--- src/rtl/instruction_fetch.sv ---
// instruction_fetch: RISC-V fetch stage with credit-limited imem requests
// and a PC-tagged FIFO toward decode; redirects flush buffered and in-flight words.
module instruction_fetch #(
    parameter logic [31:0] RESET_PC = 32'h0000_0000,
    parameter int          DEPTH    = 4
) (
    input  logic        clk,
    input  logic        rst_n,
    output logic        imem_req_valid,
    input  logic        imem_req_ready,
    output logic [31:0] imem_req_addr,
    input  logic        imem_rsp_valid,
    input  logic [31:0] imem_rsp_data,
    input  logic        redirect_valid,
    input  logic [31:0] redirect_pc,
    output logic        id_valid,
    input  logic        id_ready,
    output logic [31:0] id_inst,
    output logic [31:0] id_pc
);
    localparam int AW = $clog2(DEPTH);
    localparam int CW = $clog2(DEPTH + 1);
    localparam logic [CW:0] SLOTS = (CW + 1)'(DEPTH);

    logic [31:0]   pc_q, pc_d;
    logic [31:0]   ipc_q [DEPTH];
    logic [AW-1:0] ipc_wr_q, ipc_rd_q;
    logic [31:0]   fpc_q [DEPTH];
    logic [31:0]   finst_q [DEPTH];
    logic [AW-1:0] fwr_q, fwr_d, frd_q, frd_d;
    logic [CW-1:0] inflight_q, inflight_d, drop_q, drop_d, fcnt_q, fcnt_d;
    logic          req_fire, rsp_keep, id_fire;

    // Every response pops the in-flight PC queue, whether it is kept or dropped.
    always_comb begin
        imem_req_valid = rst_n && !redirect_valid && ({1'b0, inflight_q} + {1'b0, fcnt_q} < SLOTS);
        req_fire       = imem_req_valid && imem_req_ready;
        rsp_keep       = imem_rsp_valid && !redirect_valid && drop_q == '0;
        id_valid       = fcnt_q != '0;
        id_fire        = id_valid && id_ready;
        pc_d           = redirect_valid ? {redirect_pc[31:2], 2'b00} : pc_q + (req_fire ? 32'd4 : 32'd0);
        inflight_d     = inflight_q + CW'(req_fire) - CW'(imem_rsp_valid);
        drop_d         = redirect_valid ? inflight_q - CW'(imem_rsp_valid)
                                        : drop_q - CW'(imem_rsp_valid && drop_q != '0);
        fcnt_d         = redirect_valid ? '0 : fcnt_q + CW'(rsp_keep) - CW'(id_fire);
        fwr_d          = redirect_valid ? '0 : fwr_q + AW'(rsp_keep);
        frd_d          = redirect_valid ? '0 : frd_q + AW'(id_fire);
    end

    assign imem_req_addr = pc_q;
    assign id_inst       = finst_q[frd_q];
    assign id_pc         = fpc_q[frd_q];

    always_ff @(posedge clk or negedge rst_n) begin
        if (!rst_n) begin
            pc_q       <= RESET_PC;
            ipc_wr_q   <= '0;
            ipc_rd_q   <= '0;
            fwr_q      <= '0;
            frd_q      <= '0;
            inflight_q <= '0;
            drop_q     <= '0;
            fcnt_q     <= '0;
            for (int i = 0; i < DEPTH; i++) begin
                ipc_q[i]   <= '0;
                fpc_q[i]   <= '0;
                finst_q[i] <= '0;
            end
        end else begin
            pc_q       <= pc_d;
            fwr_q      <= fwr_d;
            frd_q      <= frd_d;
            inflight_q <= inflight_d;
            drop_q     <= drop_d;
            fcnt_q     <= fcnt_d;
            if (req_fire) begin
                ipc_q[ipc_wr_q] <= pc_q;
                ipc_wr_q        <= ipc_wr_q + AW'(1);
            end
            if (imem_rsp_valid)
                ipc_rd_q <= ipc_rd_q + AW'(1);
            if (rsp_keep) begin
                fpc_q[fwr_q]   <= ipc_q[ipc_rd_q];
                finst_q[fwr_q] <= imem_rsp_data;
            end
        end
    end
endmodule

--- config.mk ---
export PLATFORM = sky130hd
export DESIGN_NAME = instruction_fetch
export DESIGN_NICKNAME = d
export VERILOG_FILES = /design/src/rtl/instruction_fetch.sv
export SDC_FILE = /design/constraint.sdc
export NUM_CORES = 1
export LEC_CHECK = 0
export ABC_AREA = 1
export BUFFER_PORTS_ARGS = -buffer_cell sky130_fd_sc_hd__buf_4
export CAP_MARGIN = 20
export CORE_UTILIZATION = 41
export CTS_CLUSTER_DIAMETER = 50
export DETAILED_ROUTE_END_ITERATION = 10
export GPL_TIMING_DRIVEN = 1
export MAX_ROUTING_LAYER = met4
export PLACE_DENSITY = 0.64
export RECOVER_POWER = 50
export SETUP_SLACK_MARGIN = 0.05
export SYNTH_ARGS = -nofsm -noshare
export SYNTH_HDL_FRONTEND = slang
export SYNTH_SLANG_ARGS = --single-unit
--- constraint.sdc ---
create_clock -name clk -period 4.04 [get_ports clk]
set_clock_uncertainty 0.1 [all_clocks]
set_input_delay 0.404 -clock clk [delete_from_list [all_inputs] [get_ports clk]]
set_output_delay 0.404 -clock clk [all_outputs]
set_load 0.01 [all_outputs]
==> results by group, run 1 <==
Outcome
  • Status: finished with violations
  • Failing checks: max-capacitance violations, max-slew violations

Worst setup path
  • Arr. time, crit path: 2.95 ns
  • Critical path startpoint category: flip-flop
  • Reg2reg path depth: 6
  • Worst reg-to-reg setup slack: slightly above 0.7 ns
  • Worst endpoint required time: about 3.5 ns
  • WS Path Type: reg -> out
  • CP Capture Type: output pin
  • Critical Path Start: frd_q[0]
  • Reg2reg end: finst_q[111]
  • Reg2Reg Launch Point: drop_q[1]
  • CP Max Fanout: 94

Detailed routing
  • Drt wl/cell: roughly 17 µm
  • Total Wirelength: roughly 53 mm
  • Initial DRC count: 1280
  • DRT Pass-1 Iters: 5
  • Antenna Nets Post-Route: 0
  • Routed vias: 16710
  • DR DRC count: 0
  • Routed vias/inst: roughly 5.2

STA
  • Final setup violation count: 0
  • RSZ-0062 raised after global routing: false
  • Worst Max-Slew Pin Slew: roughly 2.3 ns
  • Setup_tns: 0 ns
  • Hold Fails Final Rpt: 0
  • Crit share post-route: 85.39%
  • Max Clk Rate: approximately 290 MHz
  • Fin crit period: 3.450 ns
  • Final Max Tran Viols: around 360
  • Slew headroom: -56.18%

Floorplan
  • Initial Utilization: 41.64%
  • I/O Pins: roughly 170
  • Die X: roughly 220 µm
  • Die height: about 220 µm
  • Core area: approximately 47000 µm²
  • Die area: ~48000 µm²
  • Row count: 79

Placement
  • GPL Wtd Cong: slightly below 0.9
  • Detail Placement HPWL: 31.85 mm
  • IO Port Bufs: ~160

Power and ir drop
  • Pwr Density: approximately 700 nW/µm²
  • Net switching power: between 5000 and 6000 µW
  • Clk network pwr share: 29.2%
  • P_int: ~10000 µW
  • VDD IR max: between 0.5 and 0.6 mV
  • P_leak: around 0.012 µW
  • Switching power share of the total: 37.46%
  • Total Power: between 15000 and 20000 µW
  • Sequential Power Share: 36.5%
  • Logic pwr share: 34.3%

Clocking
  • Clock root buffer: clkbuf_16
  • # Post-CTS Setup Buffers: 0
  • CTS H-tree lvls: 2
  • Worst-skew pair later-pin latency: 0.60 ns
  • CTS tree: done
  • CTS buffer count: 51
  • Clock transition at path regs: ~0.060 ns
  • Maximum root-to-sink buffer count: 3
  • Sink Count: approximately 420
  • PostCTS Resize Cnt: 0

Global routing
  • Overflow after GRT: 0
  • Initial antenna violation count: 0
  • First-pass GRT wire length: around 87 mm
  • Largest net degree at the start of global routing: 156
  • GRT Total Usage: a little under a quarter
  • Number of global-route vias before repair: 16760

Hold path
  • Worst Hold Path EP: finst_q[108]
  • Hold crit path type: in -> reg
  • Hold Path Stages: 3
  • Hold path start: imem_rsp_data[12]

Final layout
  • Fillers: roughly 4500
  • Ant. Diodes: 0
  • Layout cells sized above 1: 10.23%
  • Nets: between 2000 and 3000
  • Area growth, synth to finish: 17.47%

Synthesis
  • Mapped Cells: around 2400
  • Post-synth cell types: 32
  • Fraction of the yosys area taken by sequential cells: 53.58%
  • Register bit count reported by yosys: between 400 and 500
  • Synth Cell Area: 19380 µm²
  • Synth Area per Inst: 7.938 µm²
  • Synth warn: 0

Run
  • # Max-Cap Violations: 4
sequential cells by signal, indices dropped and copies added (netlist names):
register       flops
fwr_q              2
fpc_q            120
inflight_q         3
finst_q          128
frd_q              2
fcnt_q             3
ipc_q            120
imem_req_addr     30
ipc_rd_q           2
ipc_wr_q           2
drop_q             3
power groups by stage:
stage / logic [µW] / clock network (µW) / registers, µW
2_1_floorplan: 3460 / 0 / 5600
3_3_place_gp: 5390 / 0 / 5810
3_5_place_dp: 5500 / 0 / 5850
4_1_cts: 5540 / 4730 / 5780
5_1_grt: 6130 / 4900 / 5910
6_report: 5450 / 4640 / 5790
repair_timing:
item                       in CTS  in global routing
setup endpoints to repair       0                  0
hold endpoints to repair       71                  0
hold buffers                   37                  0
synth_stat cells:
master / n / area (µm²)
o22ai_1: 92 / 575.6
o21bai_1: 1 / 7.510
nand3_1: 140 / 700.7
conb_1: 1 / 3.750
o21ai_1: 16 / 80.08
nand2_1: 892 / 3348
fa_1: 2 / 40.04
o31ai_1: 4 / 30.03
buf_6: 10 / 112.6
buf_2: 67 / 335.3
inv_2: 3 / 11.26
a21boi_0: 1 / 7.510
dfrtp_1: 415 / 10380
nor2_2: 4 / 25.02
nand2_2: 4 / 25.02
a21oi_1: 3 / 15.01
nand4_1: 1 / 6.260
mux2i_1: 2 / 20.02
xor2_1: 15 / 131.4
clkbuf_1: 99 / 371.6
clkinv_4: 2 / 17.52
nor2_1: 244 / 915.9
xnor2_1: 3 / 26.28
and2_1: 1 / 6.260
buf_4: 4 / 30.03
o21ai_0: 306 / 1531
nor3_4: 2 / 32.53
ha_1: 18 / 225.2
inv_1: 85 / 319.1
nand3_4: 1 / 17.52
nor2_4: 2 / 22.52
buf_1: 2 / 7.510
worst max path at each step:
stage	end	slack, ns	cells past startpoint
after floorplan	imem_req_addr[21]	1.51	15
after global placement	finst_q[17]	1.16	8
after detailed placement	finst_q[14]	1.09	8
after CTS	id_pc[12]	0.60	4
after global routing	finst_q[122]	0.38	6
final	id_pc[11]	0.59	4
worst max-delay path, cell delays in order, from the launching register on:
cell and delay, ns:
dfrtp_4 0.67, buf_4 0.84, o21ai_0 0.22, o22ai_1 0.36
buf_4 0.19
cell usage in the layout (no fill, tap or decap), types with 2 or more instances in the layout:
master | netlist | final
bufinv_16 | 0 | 4
o21ai_0 | 306 | 308
clkbuf_8 | 0 | 9
o31ai_1 | 4 | 4
dfrtp_1 | 415 | 413
dlygate4sd3_1 | 0 | 37
nand2_1 | 892 | 894
nor2_2 | 4 | 4
mux2i_1 | 2 | 2
buf_12 | 0 | 4
xnor2_1 | 3 | 3
o22ai_1 | 92 | 92
xor2_1 | 15 | 15
nand3_1 | 140 | 141
clkbuf_2 | 0 | 2
clkbuf_16 | 0 | 52
nor2_1 | 244 | 244
a21oi_1 | 3 | 3
buf_4 | 4 | 158
conb_1 | 1 | 4
nor3_1 | 0 | 2
clkinv_4 | 2 | 3
nor2_4 | 2 | 2
ha_1 | 18 | 18
o21ai_1 | 16 | 14
inv_6 | 0 | 5
inv_1 | 85 | 85
clkinv_2 | 0 | 8
clkbuf_1 | 99 | 41
nand2_2 | 4 | 2
fa_1 | 2 | 2
inv_2 | 3 | 2
clkinvlp_4 | 0 | 4
metal layers:
| layer | track usage, % | part of all wire [%] |
|---|---|---|
| met5 | - | 0 |
| met3 | 2.855 | 4.8 |
| met2 | 37.91 | 47 |
| met1 | 30.61 | 45 |
| met4 | 7.269 | 2.4 |
through the flow:
stage / utilization [%] / std cells / worst slack, ns / hold slack [ns] / area (µm²)
after floorplan: - / 2445 / 1.513 / 0.008409 / 19390
after global placement: 44.86 / 3068 / 1.156 / 0.2196 / 20890
after detailed placement: 44.86 / 3068 / 1.090 / 0.2229 / 20890
after CTS: 49.35 / 3198 / 0.5992 / 0.000008049 / 22980
after global routing: 48.91 / 3198 / 0.3766 / 0.02489 / 22770
final: 48.91 / 3198 / 0.5901 / 0.02380 / 22770
cell type report:
cell class	instances	area (µm²)	share of cell area, %
well taps	607	759.5	3.335
flip-flops and latches	415	10390	45.63
repair buffers	235	1789	7.858
clock buffers	70	1459	6.407
clock inverters	23	262.8	1.154
multi-input cells	1758	7765	34.10
inverters	90	345.3	1.517
cell families after synthesis:
kind of cell	Yosys count	synth area share, %
xor+xnor	18	0.8134
buf+inv	272	6.216
simple gates	1291	26.31
fa+ha+maj	20	1.368
compound gates	423	11.59
mux	2	0.1033
other cells	1	0.01935
flops	415	53.58
Power figures use the tool's default switching activity.
==> inputs of run 2 (changes only) <==
- CORE_UTILIZATION: 41 -> 55
- PLACE_DENSITY: 0.64 -> 0.8
==> results by group, run 2 (same netlist as run 1, synthesis figures left out) <==
Outcome
  • Status: finished with violations
  • Failing checks: max-capacitance violations, max-slew violations

Worst setup path
  • Reg2Reg Launch Point: drop_q[1]
  • CP Capture Type: output pin
  • CP Max Fanout: 80 (-15%)
  • Arr. time, crit path: 2.91 ns (-0.04 ns)
  • CP Cell Sequence: buf_4 -> buf_4 -> o21ai_0 -> o22ai_1 -> buf_4
  • Critical path startpoint category: flip-flop
  • CP Depth: 5 (+1)
  • Reg2reg end: finst_q[118]
  • Worst endpoint required time: 3.54 ns (about the same)
  • CP peak stage delay: 0.73 ns (-0.11 ns)
  • Critical Path Start: frd_q[0]
  • Buf/Inv on CP: 3 (+1)
  • CP max-delay cell: buf_4
  • Reg2reg path depth: 6 (unchanged)
  • CP dominant cell by count: buf_4
  • Worst reg-to-reg setup slack: 0.83 ns (+0.11 ns)
  • WS Path Type: reg -> out
  • Worst Setup EP: id_pc[8]
  • Family with the most delay on the worst path: buffers and inverters

Clocking
  • CTS buffer count: 46 (-9.8%)
  • Sink Count: 415 (unchanged)
  • CTS tree: done
  • # Post-CTS Setup Buffers: 0 (unchanged)
  • Clock transition at path regs: 0.05 ns (about the same)
  • CTS H-tree lvls: 2 (unchanged)
  • Hold_buf cts: 30 (-19%)
  • Maximum root-to-sink buffer count: 3 (unchanged)
  • Clock root buffer: clkbuf_16
  • PostCTS Resize Cnt: 0 (unchanged)
  • Worst-skew pair later-pin latency: 0.54 ns (-0.06 ns)

Placement
  • IO Port Bufs: 161 (unchanged)
  • Placed cell areas: 20670 µm² (-1.0%)
  • GPL Wtd Cong: 0.9414 (+6.7%)
  • Detail Placement HPWL: 30.11 mm (-5.5%)
  • Post-Place Cells: 2916 (-5.0%)

STA
  • Crit share post-route: 84.53% (-0.87 points)
  • Final Max Tran Viols: 431 (+21%)
  • RSZ-0062 raised after global routing: false
  • Max Clk Rate: 292.8 MHz (+1.0%)
  • Hold Worst Slack: 0.01188 ns (-0.01192 ns)
  • Setup_tns: 0 ns (unchanged)
  • Fin crit period: 3.415 ns (-0.03499 ns)
  • Final setup violation count: 0 (unchanged)
  • Worst Max-Slew Pin Slew: 2.143 ns (-0.1995 ns)
  • Slew headroom: -42.87% (+13 points)
  • Hold Fails Final Rpt: 0 (unchanged)

Power and ir drop
  • Clk network pwr share: 27.4% (-1.8 points)
  • Sequential Power Share: 37.0% (+0.5 points)
  • Total Power: 15520 µW (-2.2%)
  • VDD IR max: 0.3983 mV (-28%)
  • Switching power share of the total: 37.54% (+0.089 points)
  • Net switching power: 5829 µW (-1.9%)
  • P_leak: 0.01165 µW (-0.60%)
  • Logic pwr share: 35.6% (+1.3 points)
  • P_int: 9696 µW (-2.3%)
  • Pwr Density: 693.2 nW/µm² (-0.53%)

Detailed routing
  • Routed vias/inst: 5.669 (+8.5%)
  • Total Wirelength: 51.77 mm (-2.9%)
  • DR DRC count: 0 (unchanged)
  • Drt wl/cell: 17.07 µm (+2.5%)
  • Routed vias: 17190 (+2.9%)
  • Antenna Nets Post-Route: 0 (unchanged)
  • DRT Pass-1 Iters: 6 (+1)
  • Initial DRC count: 1647 (+29%)

Final layout
  • Area growth, synth to finish: 15.54%
  • Area of the multi-input gates: 7776 µm² (+0.15%)
  • Nets: 2631 (-0.38%)
  • Seq. cell area: 10390 µm² (unchanged)
  • Final instance area: 22400 µm² (-1.6%)
  • Largest registers: finst_q (128), fpc_q (120), ipc_q (120)
  • Ant. Diodes: 0 (unchanged)
  • Fillers: 2858 (-36%)
  • Biggest register: finst_q
  • Most frequent cells in the layout: nand2_1 (894), dfrtp_1 (413), o21ai_0 (308)
  • Max reg flops: 128 (unchanged)
  • Layout cells sized above 1: 9.973% (-0.25 points)
  • Commonest non-fill, non-tap cell in the layout: nand2_1
  • Cell Count, Final, Fillers Out: 3032 (-5.2%)

Floorplan
  • Die X: 189.7 µm (-14%)
  • Initial Utilization: 55.98% (+14 points)
  • Die height: 189.7 µm (-14%)
  • Row count: 68 (-14%)
  • I/O Pins: 168 (unchanged)
  • Core area: 34630 µm² (-26%)
  • Die area: 36000 µm² (-25%)

Hold path
  • Hold crit path type: in -> reg

Run
  • # Max-Cap Violations: 5 (+1)

Global routing
  • Initial antenna violation count: 0 (unchanged)
  • Number of global-route vias before repair: 16800 (+0.24%)
  • First-pass GRT wire length: 84.13 mm (-3.7%)
  • Largest net degree at the start of global routing: 149 (-4.5%)
  • Overflow after GRT: 0 (unchanged)
  • GRT Total Usage: 29.77% (+6.4 points)
==> run 2: per-layer routing <==
layer | wire, µm | share of wire [%] | track usage [%]
met1 | 21390 | 41 | 39.21
met2 | 25020 | 48 | 48.32
met3 | 4243 | 8.2 | 3.818
met4 | 1111 | 2.1 | 8.964
met5 | 0 | 0 | -
==> run 2: metrics by stage <==
step / util [%] / worst slack, ns
2_1_floorplan: - / 1.513
3_3_place_gp: 59.69 / 1.258
3_5_place_dp: 59.69 / 1.200
4_1_cts: 65.06 / 0.6454
5_1_grt: 64.68 / 0.4867
6_report: 64.68 / 0.6251
==> run 2: how the worst min path moves through the flow <==
| stage | start | endpoint | slack [ns] | cells after the start |
|---|---|---|---|---|
| floorplan | rst_n | drop_q[0] | 0.008 | 0 |
| global placement | rst_n | finst_q[4] | 0.21 | 1 |
| detailed placement | rst_n | finst_q[100] | 0.22 | 1 |
| CTS | redirect_pc[10] | imem_req_addr[10] | 0.004 | 3 |
| global route | redirect_pc[10] | imem_req_addr[10] | 0.02 | 3 |
| finish | imem_rsp_valid | ipc_rd_q[0] | 0.01 | 2 |
==> run 2: final cells by class <==
cell class | instances | share of cell area, %
Tap cell | 455 | 2.542
Timing Repair Buffer | 230 | 7.821
Multi-Input combinational cell | 1758 | 34.72
Sequential cell | 415 | 46.39
Inverter | 90 | 1.559
Clock buffer | 66 | 5.972
Clock inverter | 18 | 0.9944
==> run 2: power by group through the flow <==
| stage | Sequential (µW) | Combinational (µW) | Clock (µW) |
|---|---|---|---|
| finish | 5740 | 5530 | 4250 |
| global route | 5850 | 6140 | 4460 |
| CTS | 5730 | 5550 | 4290 |
| detailed placement | 5790 | 5470 | 0 |
| global placement | 5740 | 5310 | 0 |
| floorplan | 5600 | 3460 | 0 |
==> run 2: worst reg2reg max path, delay by kind of cell, from the launching register on <==
family,cells,cell delay (ns)
AOI/OAI and AO/OA,1,0.72
buffers and inverters,2,1.21
DFF,1,0.38
and+or+nand+nor,3,0.67
==> inputs of run 3 (changes only) <==
- clock period: 4.04 -> 3.55 ns (I/O delays scaled with it)
==> results by group, run 3 (same netlist as run 1, synthesis figures left out) <==
Outcome
  • Status: finished with violations
  • Failing checks: max-capacitance violations, max-slew violations

Final layout
  • Layout cells sized above 1: 9.684% (-0.29 points)
  • Biggest register: finst_q
  • Ant. Diodes: 0 (unchanged)
  • Max reg flops: 128 (unchanged)
  • Nets: 2650 (+0.72%)
  • Area growth, synth to finish: 16.49%
  • Most frequent cells in the layout: nand2_1 (894), dfrtp_1 (413), o21ai_0 (309)
  • Largest registers: finst_q (128), fpc_q (120), ipc_q (120)
  • Commonest non-fill, non-tap cell in the layout: nand2_1

Floorplan
  • I/O Pins: 168 (unchanged)
  • Core area: 34630 µm² (unchanged)
  • Die height: 189.7 µm (unchanged)
  • Die area: 36000 µm² (unchanged)
  • Row count: 68 (unchanged)
  • Initial Utilization: 55.98% (unchanged)
  • Die X: 189.7 µm (unchanged)

Detailed routing
  • DR DRC count: 0 (unchanged)
  • Total Wirelength: 52.60 mm (+1.6%)
  • Antenna Nets Post-Route: 0 (unchanged)
  • Routed vias/inst: 5.662 (-0.12%)
  • Routed vias: 17250 (+0.38%)
  • DRT Pass-1 Iters: 6 (unchanged)
  • Initial DRC count: 1567 (-4.9%)
  • Drt wl/cell: 17.26 µm (+1.1%)

Clocking
  • CTS buffer count: 46 (unchanged)
  • Clock root buffer: clkbuf_16
  • CTS tree: done
  • CTS H-tree lvls: 2 (unchanged)
  • Maximum root-to-sink buffer count: 3 (unchanged)
  • Sink Count: 415 (unchanged)
  • # Post-CTS Setup Buffers: 0 (unchanged)
  • Worst-skew pair later-pin latency: 0.56 ns (+0.02 ns)
  • Clock transition at path regs: 0.06 ns (about the same)

Global routing
  • Largest net degree at the start of global routing: 180 (+21%)
  • Number of global-route vias before repair: 16980 (+1.1%)
  • GRT Total Usage: 30.69% (+0.92 points)
  • Overflow after GRT: 0 (unchanged)
  • Initial antenna violation count: 0 (unchanged)
  • First-pass GRT wire length: 86.16 mm (+2.4%)

Power and ir drop
  • Switching power share of the total: 37.38% (-0.16 points)
  • P_leak: 0.01171 µW (+0.48%)
  • Pwr Density: 787.1 nW/µm² (+14%)
  • Clk network pwr share: 27.7% (+0.3 points)
  • Logic pwr share: 35.3% (-0.3 points)
  • P_int: 11130 µW (+15%)
  • VDD IR max: 0.4733 mV (+19%)
  • Sequential Power Share: 36.9% (about the same)
  • Net switching power: 6644 µW (+14%)

STA
  • Crit share post-route: ~91%
  • Hold Fails Final Rpt: 0 (unchanged)
  • Worst Max-Slew Pin Slew: 1.814 ns (-0.3287 ns)
  • Worst setup margin: 0.3107 ns (-0.3143 ns)
  • Final Max Tran Viols: 41 (-90%)
  • RSZ-0062 raised after global routing: false
  • Slew headroom: -20.96% (+22 points)
  • Hold Worst Slack: 0.01825 ns (+0.006368 ns)
  • Setup_tns: 0 ns (unchanged)
  • Max Clk Rate: between 300 and 400 MHz
  • Fin crit period: roughly 3.2 ns
  • Final setup violation count: 0 (unchanged)

Placement
  • Detail Placement HPWL: 30.03 mm (-0.25%)
  • IO Port Bufs: 161 (unchanged)
  • GPL Wtd Cong: 0.9711 (+3.2%)
  • Worst Setup Slack post-DPL: 0.6452 ns (-0.5548 ns)

Run
  • # Max-Cap Violations: 1 (-4)

Worst setup path
  • CP Max Fanout: 48 (-40%)
  • Reg2reg path depth: 6 (unchanged)
  • Worst endpoint required time: 3.83 ns (+0.29 ns)
  • Arr. time, crit path: 3.52 ns (+0.61 ns)
  • CP Capture Type: flip-flop
  • Worst reg-to-reg setup slack: 0.38 ns (-0.45 ns)
  • Critical path startpoint category: input pin
  • CP max-delay cell: clkbuf_2
  • WS Path Type: in -> reg
  • Reg2Reg Launch Point: drop_q[1]
  • CP peak stage delay: 0.95 ns (+0.22 ns)
  • Family with the most delay on the worst path: buffers and inverters
  • CP Cell Sequence: dlygate4sd3_1 -> buf_4 -> nand3_1 -> nor2_4 -> inv_1 -> clkbuf_2 -> o21ai_0
  • Reg2reg end: finst_q[14]
  • Buf/Inv on CP: 4 (+1)

Hold path
  • Worst Hold Path EP: finst_q[117]
  • Hold path start: imem_rsp_data[21]
  • Hold crit path type: in -> reg
  • Hold Path Stages: 3 (+1)
==> run 3: cell count changes in the layout (fill, tap and decap cells not counted), sizes merged <==
cell,delta
clkinv,-6
dlygate4sd3,+20
clkbuf,-3
bufinv,+1
clkinvlp,+2
inv,+1
==> run 3: per-stage QoR <==
step / total power [µW] / std cells / util, % / area (µm²)
2_1_floorplan: 10310 / 2445 / - / 19390
3_3_place_gp: 12610 / 2917 / 59.75 / 20690
3_5_place_dp: 12840 / 2917 / 59.75 / 20690
4_1_cts: 17840 / 3047 / 65.72 / 22760
5_1_grt: 18850 / 3047 / 65.20 / 22580
6_report: 17770 / 3047 / 65.20 / 22580
==> run 3: repair_timing <==
item / 4_1_cts / 5_1_grt
hold buffers: 50 / 0
endpoints found under the setup margin: 0 / 0
endpoints found under the hold margin: 81 / 0
resized for setup: 0 / 0
==> run 3: how the worst max path moves through the flow <==
| stage | startpoint | to | slack [ns] | depth (start not counted) |
|---|---|---|---|---|
| 6_report | imem_rsp_valid | finst_q[14] | 0.31 | 7 |
| 5_1_grt | imem_rsp_valid | finst_q[21] | 0.17 | 8 |
| 4_1_cts | inflight_q[1] | imem_req_addr[13] | 0.61 | 14 |
| 3_5_place_dp | inflight_q[1] | imem_req_addr[13] | 0.65 | 14 |
| 3_3_place_gp | inflight_q[1] | imem_req_addr[21] | 0.69 | 14 |
| 2_1_floorplan | inflight_q[1] | imem_req_addr[21] | 1.02 | 15 |
==> run 3: final cells by class <==
type / instances / area (µm²)
Clock buffer: 64 / 1320
Clock inverter: 16 / 249.0
Fill cell: 2852 / 12050
Inverter: 90 / 349.1
Multi-Input combinational cell: 1758 / 7776
Sequential cell: 415 / 10390
Tap cell: 455 / 569.3
Timing Repair Buffer: 249 / 1926
==> run 3: routing by layer <==
layer	up-vias	part of all wire [%]	global-route usage (%)
met5	-	0	-
met4	0	2.3	9.677
met3	101	7.9	4.556
met2	790	48	49.99
met1	8286	41	39.68
li1	8075	-	-
==> run 3: tightest hold or removal path, cell delays in order <==
cell,delay (ns)
buf_4,0.07
inv_1,0.06
o21ai_0,0.15
==> run 3: power by group through the flow <==
stage	Clock, µW	Combinational (µW)	Sequential, µW
final	4930	6280	6560
after global routing	5170	6980	6700
after CTS	4970	6310	6560
after detailed placement	0	6220	6620
after global placement	0	6050	6570
after floorplan	0	3940	6380
